**config.mk**
```make
export PLATFORM = sky130hd
export DESIGN_NAME = sort_stream_loader
export DESIGN_NICKNAME = d
export VERILOG_FILES = /design/src/rtl/sort_stream_loader.sv
export SDC_FILE = /design/constraint.sdc
export NUM_CORES = 1
export LEC_CHECK = 0
export CELL_PAD_IN_SITES_DETAIL_PLACEMENT = 1
export CELL_PAD_IN_SITES_GLOBAL_PLACEMENT = 1
export CORE_MARGIN = 2
export CORE_UTILIZATION = 21
export DETAILED_ROUTE_END_ITERATION = 6
export PLACE_DENSITY = 0.86
export RECOVER_POWER = 100
export SETUP_SLACK_MARGIN = 0.15
export SLEW_MARGIN = 20
export SYNTH_ARGS = -nofsm -noshare
export SYNTH_HDL_FRONTEND = slang
export SYNTH_SLANG_ARGS = --single-unit
```
**constraint.sdc**
```tcl
create_clock -name clk -period 2.1 [get_ports clk]
set_input_delay 0.21 -clock clk [delete_from_list [all_inputs] [get_ports clk]]
set_output_delay 0.21 -clock clk [all_outputs]
set_load 0.01 [all_outputs]
```
**src/rtl/sort_stream_loader.sv**
```systemverilog
// Sequencer around an in-place exchange sorter: streams K words into memory,
// kicks the sorter, waits for completion, then streams the sorted words back out.
module sort_stream_loader #(
    parameter int K  = 8,
    parameter int N  = 8,
    parameter int AW = $clog2(K)
) (
    input  logic          clk,
    input  logic          rst,
    input  logic          in_valid,
    input  logic [N-1:0]  in_data,
    output logic          in_ready,
    output logic          out_valid,
    output logic [N-1:0]  out_data,
    input  logic          out_ready,
    output logic          mem_sel,
    output logic [AW-1:0] mem_addr,
    output logic [N-1:0]  mem_wdata,
    output logic          mem_we,
    input  logic [N-1:0]  mem_rdata,
    output logic          sort_start,
    input  logic          sort_done,
    output logic          busy
);

    typedef enum logic [1:0] {LOAD, START, WAIT, UNLOAD} state_t;

    localparam logic [AW-1:0] LAST = AW'(K - 1);

    state_t        state_reg, state_next;
    logic [AW-1:0] cnt_reg, cnt_next;
    logic          in_ready_reg, out_valid_reg, mem_sel_reg, sort_start_reg, busy_reg;

    always_comb begin
        state_next = state_reg;
        cnt_next   = cnt_reg;
        case (state_reg)
            LOAD: begin
                if (in_valid) begin
                    if (cnt_reg == LAST) begin
                        state_next = START;
                        cnt_next   = '0;
                    end else begin
                        cnt_next = cnt_reg + 1'b1;
                    end
                end
            end
            START: state_next = WAIT;
            WAIT: begin
                // Done pulses are only honoured here; anywhere else they are stale or spurious.
                if (sort_done) begin
                    state_next = UNLOAD;
                    cnt_next   = '0;
                end
            end
            UNLOAD: begin
                if (out_ready) begin
                    if (cnt_reg == LAST) begin
                        state_next = LOAD;
                        cnt_next   = '0;
                    end else begin
                        cnt_next = cnt_reg + 1'b1;
                    end
                end
            end
            default: begin
                state_next = LOAD;
                cnt_next   = '0;
            end
        endcase
    end

    // Handshake and control flags are registered decodes of the next state,
    // so they never depend combinationally on in_valid or out_ready.
    always_ff @(posedge clk) begin
        if (rst) begin
            state_reg      <= LOAD;
            cnt_reg        <= '0;
            in_ready_reg   <= 1'b1;
            out_valid_reg  <= 1'b0;
            mem_sel_reg    <= 1'b1;
            sort_start_reg <= 1'b0;
            busy_reg       <= 1'b0;
        end else begin
            state_reg      <= state_next;
            cnt_reg        <= cnt_next;
            in_ready_reg   <= (state_next == LOAD);
            out_valid_reg  <= (state_next == UNLOAD);
            mem_sel_reg    <= (state_next == LOAD) || (state_next == UNLOAD);
            sort_start_reg <= (state_next == START);
            busy_reg       <= !((state_next == LOAD) && (cnt_next == '0));
        end
    end

    assign in_ready   = in_ready_reg;
    assign out_valid  = out_valid_reg;
    assign mem_sel    = mem_sel_reg;
    assign sort_start = sort_start_reg;
    assign busy       = busy_reg;

    assign mem_addr  = cnt_reg;
    assign mem_we    = (state_reg == LOAD) && in_valid;
    assign mem_wdata = (state_reg == LOAD) ? in_data : '0;
    assign out_data  = (state_reg == UNLOAD) ? mem_rdata : '0;

endmodule

```
==> impl_metrics.csv <==
group,metric,value,unit
outcome,status,"completed",
cells_and_area,largest_reg_flops,3,
yosys,synthSimpleGateAreaFrac,0.314,
clock_network,clk_latency,0.27,ns
floorplan,dieWidth,55.9,um
placed_design,port_buffers,45,
drt,drcViolationCount,0,
floorplan,io_pins,46,
timing,max_freq,532,MHz
cells_and_area,nets,140,
yosys,yosys.area_share.adder,0.111,
placed_design,dp_hpwl,1590,um
drt,drt_iter0_markers,2,
grt,grt_pass1_wl,3350,um
yosys,syn_area,566,um^2
timing,final_hold_viol_count,0,
yosys,synth.top_cells.by_area,"dfxtp_1 35%, ha_1 11%, and2_1 8.8%",
pwr,switchingPower,109,uW
clock_network,post_cts_buffers,0,
cells_and_area,final_core_util,0.430,
clock_network,numClockSinks,10,
grt,grt_pass1_vias,735,
pwr,seqPwrFrac,0.420,
clock_network,ctsHoldBuffers,0,
yosys,synth_edf_count,0,
yosys,synth_nets,92,
yosys,synth_top_cell_by_area,"dfxtp_1",
pwr,power.density,436,nW/um^2
pwr,intPower,363,uW
clock_network,cts-root-buf,"clkbuf_4",
pwr,power,472,uW
timing,skew,0.00290,ns
yosys,synth_warnings,0,
cells_and_area,stdcell_area,1080,um^2
floorplan,coreArea,2520,um^2
pwr,switching_share,0.230,
yosys,synth_xor_area_frac,0,
drt,ant_nets,0,
timing,slew_headroom,0.704,
setup_path,worstPathArrival,1.67,ns
setup_path,worstSetupPathType,"reg -> out",
setup_path,cp-start-kind,"register",
cells_and_area,diodes,0,
clock_network,clk_pin_slew_worst_paths,0.07,ns
clock_network,cts_htree_levels,1,
drt,wirelength,1950,um
timing,final.period_utilization,0.896,
floorplan,row_count,18,
drt,wl_per_cell,13.6,um
yosys,synth_compound_area_frac,0.139,
placed_design,gp_congestion,0.803,
yosys,synth_cells,66,
drt,num_vias,649,
yosys,yosysSeqAreaShare,0.354,
yosys,muxShareOfSynthArea,0.0354,
floorplan,die_area,3120,um^2
timing,rsz0062_at_grt,"false",
grt,grt_usage,0.136,
cells_and_area,syn2layout_area_growth,91.6,%
drt,drt_first_pass_iters,2,
setup_path,required,1.89,ns
grt,grt_max_degree,17,
placed_design,dpl_cell_area,1050,um^2
pwr,leakage,0.515,nW
hold_path,holdCritPathClass,"reg -> reg",
setup_path,cp_max_fo,16,
grt,globalRouteOverflowTotal,0,
run,drv_cap,0,
yosys,ys.flop_type,"dfxtp_1",
yosys,ys_types,24,
yosys,synth_top_area_frac,0.354,
floorplan,initial_core_util,0.224,
yosys,syn_avg_cell_area,8.57,um^2
pwr,irDropWorstVdd,0.264,mV
yosys,synth_top_family_by_area,"simple AND/OR/NAND/NOR gates",
cells_and_area,fill_cells,314,
timing,fin_crit,1.88,ns
grt,antenna_found_initial,0,
clock_network,numCtsBuffers,3,
yosys,yosys-top-cells-count,"10 x dfxtp_1, 8 x and2_1, 8 x and3_1",
yosys,yosysMostFrequentCell,"dfxtp_1",
timing,finalSetupViolCount,0,
floorplan,die_h,55.9,um
timing,worstMarginPinSlew,0.439,ns
drt,via_per_inst,4.54,
pwr,clkPwrFrac,0.376,
clock_network,cts_buffer_depth,2,
setup_path,endpoint_kind,"primary output",
pwr,comb_power_share,0.204,
clock_network,cts_tree,"built",
yosys,async_reset_ff_frac,0,
timing,setup-tns-final,0,ns
yosys,ys_seq_elements,10,
timing,maxSlewViolCount,0,
cells_and_area,drive_gt1_frac,0.0885,
cell usage in the layout (no fill, tap or decap), types with 2 or more instances in the layout:
cell / n
nor2_1: 6
ha_1: 5
mux2i_1: 2
nor2b_1: 2
a31oi_1: 2
and2_1: 8
dfxtp_1: 9
clkbuf_4: 3
clkdlybuf4s50_1: 21
dlygate4sd3_1: 23
a22oi_1: 3
and3_1: 8
inv_1: 4
critical path, stage by stage, from the launching register on:
cell           delay (ns)
dfxtp_2              0.39
nor2_2               0.23
and2_1               0.18
dlygate4sd3_1        0.61
repair_timing:
action / 4_1_cts / 5_1_grt
resized for setup: 3 / 0
endpoints found under the hold margin: 0 / 0
setup endpoints to repair: 9 / 0
layout make-up:
| cell class | instances | area [um^2] | share of cell area |
|---|---|---|---|
| clock buffers | 4 | 36.3 | 0.0335 |
| inverters | 4 | 15.0 | 0.0139 |
| multi-input cells | 49 | 337 | 0.311 |
| flip-flops and latches | 10 | 201 | 0.186 |
| well taps | 30 | 37.5 | 0.0346 |
| repair buffers | 46 | 457 | 0.421 |
worst paths after layout:
| check | startpoint | endpoint | slack [ns] | cells past startpoint |
|---|---|---|---|---|
| worst min-delay path | mem_addr[2] | mem_addr[2] | 0.60 | 2 |
| worst max-delay path | state_reg[0] | mem_wdata[2] | 0.22 | 3 |
| worst min register to register | mem_addr[2] | mem_addr[2] | 0.60 | 2 |
| worst max register to register | mem_addr[0] | in_ready | 0.31 | 6 |
layer usage:
metal,vias to the layer above,part of all wire,track usage
met5,-,0,0
met4,0,0.0087,0.0510
met3,2,0.054,0.0256
met2,26,0.57,0.279
met1,302,0.37,0.131
li1,319,-,-
power groups by stage:
| stage | Combinational [mW] | Sequential, mW | Clock [mW] |
|---|---|---|---|
| after global routing | 0.105 | 0.199 | 0.190 |
| after CTS | 0.103 | 0.199 | 0.183 |
| after detailed placement | 0.103 | 0.203 | 0 |
| after global placement | 0.0993 | 0.203 | 0 |
| final | 0.0964 | 0.198 | 0.177 |
| after floorplan | 0.0311 | 0.204 | 0 |
metrics by stage:
step | hold WS (ns) | worst slack [ns] | std cells
after detailed placement | 0.584 | 0.151 | 139
after floorplan | 0.508 | 0.409 | 66
final | 0.599 | 0.219 | 143
after global routing | 0.651 | 0.105 | 143
after CTS | 0.610 | 0.242 | 143
after global placement | 0.559 | 0.180 | 139
cell families (layout without fill, tap and decap cells):
logic type / count (synthesis) / count (layout)
simple gates: 31 / 31
flops: 10 / 10
compound gates: 11 / 11
mux: 2 / 2
buf+inv: 7 / 54
fa+ha+maj: 5 / 5
Power figures use the tool's default switching activity.
